<file path="config.mk">
export PLATFORM = sky130hd
export DESIGN_NAME = dark_socv
export DESIGN_NICKNAME = d
export VERILOG_FILES = /design/src/rtl/dark_socv.sv
export SDC_FILE = /design/constraint.sdc
export NUM_CORES = 1
export LEC_CHECK = 0
export CAP_MARGIN = 20
export CORE_ASPECT_RATIO = 1.2
export CORE_MARGIN = 2
export CORE_UTILIZATION = 58
export DETAILED_ROUTE_END_ITERATION = 8
export DONT_BUFFER_PORTS = 1
export GPL_TIMING_DRIVEN = 0
export PLACE_DENSITY = 0.85
export SYNTH_ARGS = -nofsm -noshare
export SYNTH_HDL_FRONTEND = slang
export SYNTH_SLANG_ARGS = --single-unit
</file>
<file path="constraint.sdc">
create_clock -name XCLK -period 0.8 [get_ports XCLK]
set_input_delay 0.16 -clock XCLK [delete_from_list [all_inputs] [get_ports XCLK]]
set_output_delay 0.16 -clock XCLK [all_outputs]
set_load 0.02 [all_outputs]
</file>
<file path="src/rtl/dark_socv.sv">
`timescale 1ns/1ps
// dark_socv: SoC shell with reset conditioning, 8N1 UART TX/RX and a boot banner.
// Optional echo path is compiled in when DARKSOCV_ECHO_EN is defined.
module dark_socv #(
    parameter int BOARD_CK = 100000000,
    parameter int BAUD     = 115200,
    parameter int DIV      = BOARD_CK / BAUD
) (
    input  logic XCLK,
    input  logic XRES,
    input  logic UART_RXD,
    output logic UART_TXD
);

    localparam int CW = (DIV > 2) ? $clog2(DIV) : 2;
    localparam logic [CW-1:0] L_DIV_M1 = CW'(DIV - 1);
    // The last stop-bit clock is spent in IDLE so back-to-back frames stay contiguous.
    localparam logic [CW-1:0] L_DIV_M2 = CW'(DIV - 2);
    localparam logic [CW-1:0] L_DIV_H  = CW'(DIV / 2);

    typedef enum logic [1:0] {TX_IDLE, TX_START, TX_DATA, TX_STOP} tx_state_t;

    function automatic logic [7:0] f_banner(input logic [3:0] idx);
        case (idx)
            4'd0:    f_banner = 8'h64; // d
            4'd1:    f_banner = 8'h61; // a
            4'd2:    f_banner = 8'h72; // r
            4'd3:    f_banner = 8'h6B; // k
            4'd4:    f_banner = 8'h72; // r
            4'd5:    f_banner = 8'h69; // i
            4'd6:    f_banner = 8'h73; // s
            4'd7:    f_banner = 8'h63; // c
            4'd8:    f_banner = 8'h76; // v
            4'd9:    f_banner = 8'h0D;
            4'd10:   f_banner = 8'h0A;
            default: f_banner = 8'h00;
        endcase
    endfunction

    logic [1:0]    r_rst_sync;
    logic          w_rst_n;
    tx_state_t     r_tx_state, w_tx_state_nx;
    logic [CW-1:0] r_tx_cnt, w_tx_cnt_nx;
    logic [2:0]    r_tx_bit, w_tx_bit_nx;
    logic [7:0]    r_tx_sh, w_tx_sh_nx;
    logic          r_txd, w_txd_nx;
    logic          w_tx_accept;
    logic          w_tx_req;
    logic [7:0]    w_tx_data;
    logic [3:0]    r_ban_idx;
    logic          r_ban_done;
    logic          w_ban_sel;
    logic          w_echo_req;
    logic [7:0]    w_echo_data;

    // Reset: asserts asynchronously, releases after two XCLK rising edges.
    always_ff @(posedge XCLK or negedge XRES) begin
        if (!XRES) r_rst_sync <= 2'b00;
        else       r_rst_sync <= {r_rst_sync[0], 1'b1};
    end
    assign w_rst_n = r_rst_sync[1];

    assign w_ban_sel = !r_ban_done;
    assign w_tx_req  = w_ban_sel | w_echo_req;
    assign w_tx_data = w_ban_sel ? f_banner(r_ban_idx) : w_echo_data;
    assign UART_TXD  = r_txd;

    // Banner engine: advance through the ROM once per reset.
    always_ff @(posedge XCLK or negedge w_rst_n) begin
        if (!w_rst_n) begin
            r_ban_idx  <= 4'd0;
            r_ban_done <= 1'b0;
        end else if (w_tx_accept && w_ban_sel) begin
            if (r_ban_idx == 4'd10) r_ban_done <= 1'b1;
            else                    r_ban_idx  <= r_ban_idx + 4'd1;
        end
    end

    // TX control state register; TXD idles high and is forced high in reset.
    always_ff @(posedge XCLK or negedge w_rst_n) begin
        if (!w_rst_n) begin
            r_tx_state <= TX_IDLE;
            r_tx_cnt   <= '0;
            r_tx_bit   <= 3'd0;
            r_txd      <= 1'b1;
        end else begin
            r_tx_state <= w_tx_state_nx;
            r_tx_cnt   <= w_tx_cnt_nx;
            r_tx_bit   <= w_tx_bit_nx;
            r_txd      <= w_txd_nx;
        end
    end

    // TX shift register holds data only, no reset needed.
    always_ff @(posedge XCLK) begin
        r_tx_sh <= w_tx_sh_nx;
    end

    // TX next-state: accept in IDLE, then start, 8 data bits LSB first, stop.
    always_comb begin
        w_tx_state_nx = r_tx_state;
        w_tx_cnt_nx   = r_tx_cnt;
        w_tx_bit_nx   = r_tx_bit;
        w_tx_sh_nx    = r_tx_sh;
        w_txd_nx      = r_txd;
        w_tx_accept   = 1'b0;
        case (r_tx_state)
            TX_IDLE: begin
                w_txd_nx = 1'b1;
                if (w_tx_req) begin
                    w_tx_accept   = 1'b1;
                    w_tx_sh_nx    = w_tx_data;
                    w_tx_cnt_nx   = '0;
                    w_tx_state_nx = TX_START;
                    w_txd_nx      = 1'b0;
                end
            end
            TX_START: begin
                if (r_tx_cnt == L_DIV_M1) begin
                    w_tx_cnt_nx   = '0;
                    w_tx_bit_nx   = 3'd0;
                    w_txd_nx      = r_tx_sh[0];
                    w_tx_sh_nx    = {1'b1, r_tx_sh[7:1]};
                    w_tx_state_nx = TX_DATA;
                end else begin
                    w_tx_cnt_nx = r_tx_cnt + 1'b1;
                end
            end
            TX_DATA: begin
                if (r_tx_cnt == L_DIV_M1) begin
                    w_tx_cnt_nx = '0;
                    if (r_tx_bit == 3'd7) begin
                        w_txd_nx      = 1'b1;
                        w_tx_state_nx = TX_STOP;
                    end else begin
                        w_tx_bit_nx = r_tx_bit + 3'd1;
                        w_txd_nx    = r_tx_sh[0];
                        w_tx_sh_nx  = {1'b1, r_tx_sh[7:1]};
                    end
                end else begin
                    w_tx_cnt_nx = r_tx_cnt + 1'b1;
                end
            end
            TX_STOP: begin
                if (r_tx_cnt == L_DIV_M2) begin
                    w_tx_cnt_nx   = '0;
                    w_tx_state_nx = TX_IDLE;
                end else begin
                    w_tx_cnt_nx = r_tx_cnt + 1'b1;
                end
            end
            default: w_tx_state_nx = TX_IDLE;
        endcase
    end

`ifdef DARKSOCV_ECHO_EN
    typedef enum logic [2:0] {RX_IDLE, RX_START, RX_DATA, RX_STOP, RX_WAIT} rx_state_t;

    logic          r_rx_s1, r_rx_s2, r_rx_d;
    rx_state_t     r_rx_state, w_rx_state_nx;
    logic [CW-1:0] r_rx_cnt, w_rx_cnt_nx;
    logic [2:0]    r_rx_bit, w_rx_bit_nx;
    logic [7:0]    r_rx_sh, w_rx_sh_nx;
    logic          r_rx_vld, w_rx_vld_nx;
    logic          r_hold_full;
    logic [7:0]    r_hold_data;
    logic          w_echo_take;
    logic          w_hold_load;

    // RX synchroniser, edge-detect history and control state.
    always_ff @(posedge XCLK or negedge w_rst_n) begin
        if (!w_rst_n) begin
            r_rx_s1    <= 1'b1;
            r_rx_s2    <= 1'b1;
            r_rx_d     <= 1'b1;
            r_rx_state <= RX_IDLE;
            r_rx_cnt   <= '0;
            r_rx_bit   <= 3'd0;
            r_rx_vld   <= 1'b0;
        end else begin
            r_rx_s1    <= UART_RXD;
            r_rx_s2    <= r_rx_s1;
            r_rx_d     <= r_rx_s2;
            r_rx_state <= w_rx_state_nx;
            r_rx_cnt   <= w_rx_cnt_nx;
            r_rx_bit   <= w_rx_bit_nx;
            r_rx_vld   <= w_rx_vld_nx;
        end
    end

    // RX shift register and echo byte are pure data.
    always_ff @(posedge XCLK) begin
        r_rx_sh <= w_rx_sh_nx;
        if (w_hold_load) r_hold_data <= r_rx_sh;
    end

    // RX next-state: mid-bit check of start, sample each DIV, stop decides validity.
    always_comb begin
        w_rx_state_nx = r_rx_state;
        w_rx_cnt_nx   = r_rx_cnt;
        w_rx_bit_nx   = r_rx_bit;
        w_rx_sh_nx    = r_rx_sh;
        w_rx_vld_nx   = 1'b0;
        case (r_rx_state)
            RX_IDLE: begin
                if (r_rx_d && !r_rx_s2) begin
                    w_rx_cnt_nx   = '0;
                    w_rx_state_nx = RX_START;
                end
            end
            RX_START: begin
                if (r_rx_cnt == L_DIV_H) begin
                    w_rx_cnt_nx   = '0;
                    w_rx_bit_nx   = 3'd0;
                    w_rx_state_nx = r_rx_s2 ? RX_IDLE : RX_DATA;
                end else begin
                    w_rx_cnt_nx = r_rx_cnt + 1'b1;
                end
            end
            RX_DATA: begin
                if (r_rx_cnt == L_DIV_M1) begin
                    w_rx_cnt_nx = '0;
                    w_rx_sh_nx  = {r_rx_s2, r_rx_sh[7:1]};
                    if (r_rx_bit == 3'd7) w_rx_state_nx = RX_STOP;
                    else                  w_rx_bit_nx   = r_rx_bit + 3'd1;
                end else begin
                    w_rx_cnt_nx = r_rx_cnt + 1'b1;
                end
            end
            RX_STOP: begin
                if (r_rx_cnt == L_DIV_M1) begin
                    w_rx_cnt_nx = '0;
                    if (r_rx_s2) begin
                        w_rx_vld_nx   = 1'b1;
                        w_rx_state_nx = RX_IDLE;
                    end else begin
                        w_rx_state_nx = RX_WAIT;
                    end
                end else begin
                    w_rx_cnt_nx = r_rx_cnt + 1'b1;
                end
            end
            RX_WAIT: begin
                if (r_rx_s2) w_rx_state_nx = RX_IDLE;
            end
            default: w_rx_state_nx = RX_IDLE;
        endcase
    end

    // A full holding register only accepts a new byte in the cycle it is being sent.
    assign w_echo_take = w_tx_accept & !w_ban_sel;
    assign w_hold_load = r_rx_vld & (!r_hold_full | w_echo_take);

    // Echo holding register occupancy.
    always_ff @(posedge XCLK or negedge w_rst_n) begin
        if (!w_rst_n)         r_hold_full <= 1'b0;
        else if (w_hold_load) r_hold_full <= 1'b1;
        else if (w_echo_take) r_hold_full <= 1'b0;
    end

    assign w_echo_req  = r_hold_full;
    assign w_echo_data = r_hold_data;
`else
    logic w_unused_rxd;
    assign w_unused_rxd = UART_RXD;
    assign w_echo_req   = 1'b0;
    assign w_echo_data  = 8'h00;
`endif

endmodule

</file>
==> results of run 1 <==
-- Yosys cell counts, types with 2 or more instances --
master and number:
dfrtp_1 22, nand2_1 19, ha_1 16, a21oi_1 14, inv_1 13, nor2_1 13, o21ai_0 13, edfxtp_1 8
nand3_1 7, clkbuf_1 6, a31oi_1 5, mux2i_1 5, xnor2_1 4, a211oi_1 3, a21o_1 3, nand2b_1 3
nor3_1 3, o31ai_1 3, a41oi_1 2, or4_1 2
-- repair_timing --
action	4_1_cts	5_1_grt
gates cloned	2	0
endpoints found under the hold margin	2	0
buffers inserted	26	10
endpoints found under the setup margin	59	38
hold buffers	1	0
pin swaps	17	15
gates resized for setup	43	40
-- worst reg2reg max path, stage by stage (launching register included) --
cell	delay (ps)
dfrtp_1	480
and4_2	420
a31oi_4	180
a2111oi_4	230
buf_6	190
-- where the power goes --
| part | switching, mW | internal [mW] |
|---|---|---|
| Combinational | 0.00213 | 0.00332 |
| Sequential | 0.0213 | 1.62 |
| Clock | 0.594 | 0.339 |
| Total | 0.617 | 1.96 |
-- layer usage --
| layer | vias up | global-route usage |
|---|---|---|
| met1 | 837 | 0.328 |
| met2 | 74 | 0.485 |
| met3 | 32 | 0.0472 |
| met4 | 0 | 0.116 |
| met5 | - | 0 |
| li1 | 757 | - |
-- stage by stage --
stage	area, um2	TNS, ps
after CTS	2400	-27800
after global routing	2650	-32960
final	2650	-31130
after global placement	2010	-36220
after floorplan	1960	-28600
after detailed placement	2010	-38640
-- sequential cells by signal, indices dropped and copies added (netlist names) --
register    cells
r_tx_cnt       10
r_tx_sh         8
r_ban_idx       4
r_tx_bit        3
r_rst_sync      2
r_tx_state      2
UART_TXD        1
r_ban_done      1
-- final cells by class --
type,instances,area [um2]
buffer,6,75.1
clock buffer,6,41.3
clock inverter,2,12.5
fill,127,374
inverter,13,53.8
multi-input combinational,134,1260
sequential,31,823
tap,36,45.0
timing repair buffer,37,342
-- path summary, 6_finish.rpt --
check / end / slack, ps / cells after the start
setup / recovery: r_tx_sh[0] / -990 / 4
hold / removal: r_rst_sync[1] / 40 / 1
setup reg to reg: r_tx_sh[0] / -990 / 4
hold reg to reg: r_tx_cnt[6] / 230 / 0
max in group asynchronous: r_ban_idx[1] / 200 / 0
min in group XCLK: r_rst_sync[1] / 350 / 0
-- logic make-up after synthesis --
| logic type | synth area share |
|---|---|
| compound gates | 0.188 |
| xor+xnor | 0.0192 |
| simple gates | 0.166 |
| mux | 0.0274 |
| other cells | 0.00205 |
| buf+inv | 0.0418 |
| flops | 0.447 |
| fa+ha+maj | 0.110 |
==> flow_summary.ini, run 1 <==
[setup_path]
worstPathArrival_ps = 1840
critPathCaptureType = register
critical_path_class = reg2reg
crit_required_ps = 850
worstReg2RegStart = r_tx_cnt[5]
max_stage_delay_ps = 480
startpoint = r_tx_cnt[5]
critPathMaxFanout = 8
worst_setup_path_start_kind = register
slowest_stage = dfrtp_1
path_cells = and4_2 > a31oi_4 > a2111oi_4 > buf_6
cp_top_family = flip-flops
critical_path_buf_inv_count = 1

[drt]
wl_met3_um = 238
num_vias = 1700
drc = 0
wirelength_um = 5370
initialDrtViolationCount = 113
routed.top_layer = met4
drt.antenna.violating_nets = 0
via_per_inst = 6.42
drt_pass1_iterations = 4
drt-met1-wl_um = 2030
met2_length_um = 2800
post_drt_wl_per_cell_um = 20.3

[timing]
setup_viol = 38
min_period_over_period = 2.24
finalWorstSetupSlack_ps = -993
hold-worst-slack_ps = 36.7
fmax_mhz = 558
report.final.slew_viol_count = 0
finalHoldViolations = 0
rsz0062_at_grt = yes
min_period_ps = 1790
clock_skew_ps = 14.3

[clock_tree]
cts_buffer_depth = 2
cts_sinks = 31
clock_latency_ps = 330
root_buffer = clkbuf_4
cts_tree = built
cts.htree.levels = 2
cts_buffers = 5
clk_pin_slew_worst_paths_ps = 110

[floorplanning]
dieWidth_um = 55.3
dieArea_um2 = 3620
rows = 22
ios = 4
die_h_um = 65.5
fp.coreArea_um2 = 3030
initial_core_util = 0.604

[synth]
synth-main-ff-cell = dfrtp_1
yosysSeqAreaShare = 0.447
synth.avg_cell_area_um2 = 9.88
synth_edf_count = 8
synth_area_um2 = 1830
syn-num-nets = 204
ys_top_cells_by_area = dfrtp_1, edfxtp_1, ha_1
synth_top_area_frac = 0.301
syn_inst = 185
synth.largest_area_cell = dfrtp_1
yosysWarnings = 0
async_flop_share = 0.742
synth-seq-cells = 31
synth.distinct_cells = 41

[power]
peakVddDrop_mv = 1.06
power_density_nw_per_um2 = 972
p_leak_nw = 1.09
finalPower_mw = 2.58

[global_route]
grt_util_all_layers = 0.274
grt_first_pass_wirelength_um = 7640
grt_max_degree = 22
antenna_found_initial = 0
gr-total-overflow = 0
grt_pass1_vias = 1615

[cells_and_area]
stdcell_count = 265
final_cell_mix = buf_4, dfrtp_1, nand2_1, buf_6, nor2_1
n_antenna_cell = 0
drive_gt1_frac = 0.480
utilization = 0.876
nNetsFinal = 247
layout-area-overhead-vs-synth_pct = 45.2
final_common_cell = buf_4

[placed_design]
pre_cts_slack_ps = -1370
gp_congestion = 0.789
dp_hpwl_um = 2600
dp_cells = 221
io_buffers = 0

[run_status]
violations = setup timing
status = finished with violations

[job]
maxCapViolations = 0

[worst_hold_path]
hold_class = in2async
(Power assumes the default switching activity.)
==> run 2: changes to the inputs <==
- ABC_CLOCK_PERIOD_IN_PS: unset -> 800
- CORE_UTILIZATION: 58 -> 42
- PLACE_DENSITY: 0.85 -> 0.67
==> run 2 against run 1 <==
Net effect:
- power increased by 9.6%
- first-iteration DRC count fell by 42%
- utilization fell by 26 points
- global-route usage fell by 8.5 points
- the flow still finishes with violations (setup timing)
- cell count is 4.9% higher
- clock skew down 4.9 ps
- via count decreased by 9.1%
- hold slack gained 67 ps
- clock power is 26% higher
==> flow_summary.ini, run 2 (same netlist as run 1, synthesis figures left out) <==
[job]
maxCapViolations = 0

[placed_design]
dp_cells = 241
dp_hpwl_um = 2590
place_area_um2 = 2030
io_buffers = 0
gp_congestion = 0.826
pre_cts_slack_ps = -1380

[clock_tree]
root_buffer = clkbuf_8
cts_buffer_depth = 2
clock_latency_ps = 290
cts_buffers = 5
cts.htree.levels = 2
cts_tree = built
clk_pin_slew_worst_paths_ps = 60
cts_sinks = 31

[drt]
initialDrtViolationCount = 65
via_per_inst = 5.56
num_vias = 1545
post_drt_wl_per_cell_um = 16.1
wirelength_um = 4480
drt_pass1_iterations = 4
drt.antenna.violating_nets = 0
drc = 0

[timing]
clock_skew_ps = 9.40
min_period_ps = 1760
setup_viol = 38
report.final.slew_viol_count = 0
hold-worst-slack_ps = 103
setup_tns_ps = -30380
fmax_mhz = 568
rsz0062_at_grt = yes
finalWorstSetupSlack_ps = -961
min_period_over_period = 2.20
finalHoldViolations = 0

[power]
clockPowerShare = 0.417
p_leak_nw = 1.05
peakVddDrop_mv = 0.985
swShare = 0.216
combPwrFrac = 0.002
internal_power_mw = 2.22
pwr-share-seq = 0.581
p_sw_uw = 611
finalPower_mw = 2.83
power_density_nw_per_um2 = 1080

[setup_path]
worst_setup_path_start_kind = register
slowest_stage = dfrtp_2
critPathCaptureType = register
cp_common_cell = buf_4
worstPathArrival_ps = 1940
path_cells = nor4_4 > buf_4 > buf_4 > nand3_4 > a221o_1 > a21o_1
max_stage_delay_ps = 430
critical_path_class = reg2reg
worstReg2RegStart = r_tx_cnt[3]
reg2reg_depth = 6
startpoint = r_tx_cnt[3]
r2r-end = r_tx_bit[0]
crit_required_ps = 980
cp-endpoint = r_tx_bit[0]
rrSetupSlack_ps = -960
critPathMaxFanout = 3

[global_route]
grt_util_all_layers = 0.189
grt_max_degree = 22
antenna_found_initial = 0
grt_first_pass_wirelength_um = 7140
gr-total-overflow = 0
grt_pass1_vias = 1530

[cells_and_area]
nNetsFinal = 240
fillers = 340
regMostFlops = r_tx_cnt
n_antenna_cell = 0
utilization = 0.617
largest_reg_flops = 10
reg_top3 = r_tx_cnt (10), r_tx_sh (8), r_ban_idx (4)
final_common_cell = buf_4
final_cell_mix = buf_4, dfrtp_1, nand2_1
layout-area-overhead-vs-synth_pct = 42.7
drive_gt1_frac = 0.446
design_area_um2 = 2610
stdcell_count = 278

[floorplanning]
dieWidth_um = 64.2
die_h_um = 76.3
dieArea_um2 = 4900
initial_core_util = 0.432
rows = 26
ios = 4
fp.coreArea_um2 = 4230

[worst_hold_path]
hold_class = in2async

[run_status]
status = finished with violations
violations = setup timing
-- run 2: per-layer routing --
layer | wire (um) | vias to the layer above | share of wire | track usage
li1 | - | 733 | - | -
met1 | 1780 | 759 | 0.40 | 0.215
met2 | 2450 | 42 | 0.55 | 0.341
met3 | 142 | 11 | 0.032 | 0.0355
met4 | 106 | 0 | 0.024 | 0.0809
met5 | 0 | - | 0 | 0
-- run 2: timing repair --
action	CTS	global route
gates cloned	3	0
hold buffers	1	0
pin swaps	23	19
hold endpoints to repair	2	0
gates resized for setup	45	32
endpoints found under the setup margin	59	38
setup buffers	22	9
-- run 2: cell type report --
class,count,area (um2),area share
Buffer,6,65.1,0.0249
Clock inverter,2,7.51,0.00288
Tap cell,56,70.1,0.0269
Multi-Input combinational cell,134,1230,0.473
Clock buffer,6,72.6,0.0278
Inverter,13,58.8,0.0225
Sequential cell,31,823,0.316
Timing Repair Buffer,30,278,0.106
-- run 2: worst min path at each step --
stage	end	depth (start not counted)	slack, ps	start
floorplan	r_rst_sync[0]	0	-140	XRES
global placement	r_rst_sync[0]	0	-140	XRES
detailed placement	r_rst_sync[0]	0	-140	XRES
CTS	r_rst_sync[0]	1	100	XRES
global route	r_rst_sync[0]	1	100	XRES
finish	r_rst_sync[0]	1	100	XRES
-- run 2: critical path: cells and delay by family (launching register included) --
family | cells | cell delay, ps
buffers and inverters | 2 | 320
AOI/OAI and AO/OA | 2 | 540
and+or+nand+nor | 2 | 360
DFF | 1 | 430
-- run 2: power by group through the flow --
| stage | Sequential (mW) | Clock (mW) | Combinational [mW] |
|---|---|---|---|
| after floorplan | 1.67 | 0 | 0.000407 |
| after global placement | 1.67 | 0 | 0.000407 |
| after detailed placement | 1.68 | 0 | 0.000407 |
| after CTS | 1.65 | 1.20 | 0.00539 |
| after global routing | 1.65 | 1.27 | 0.00650 |
| final | 1.64 | 1.18 | 0.00546 |
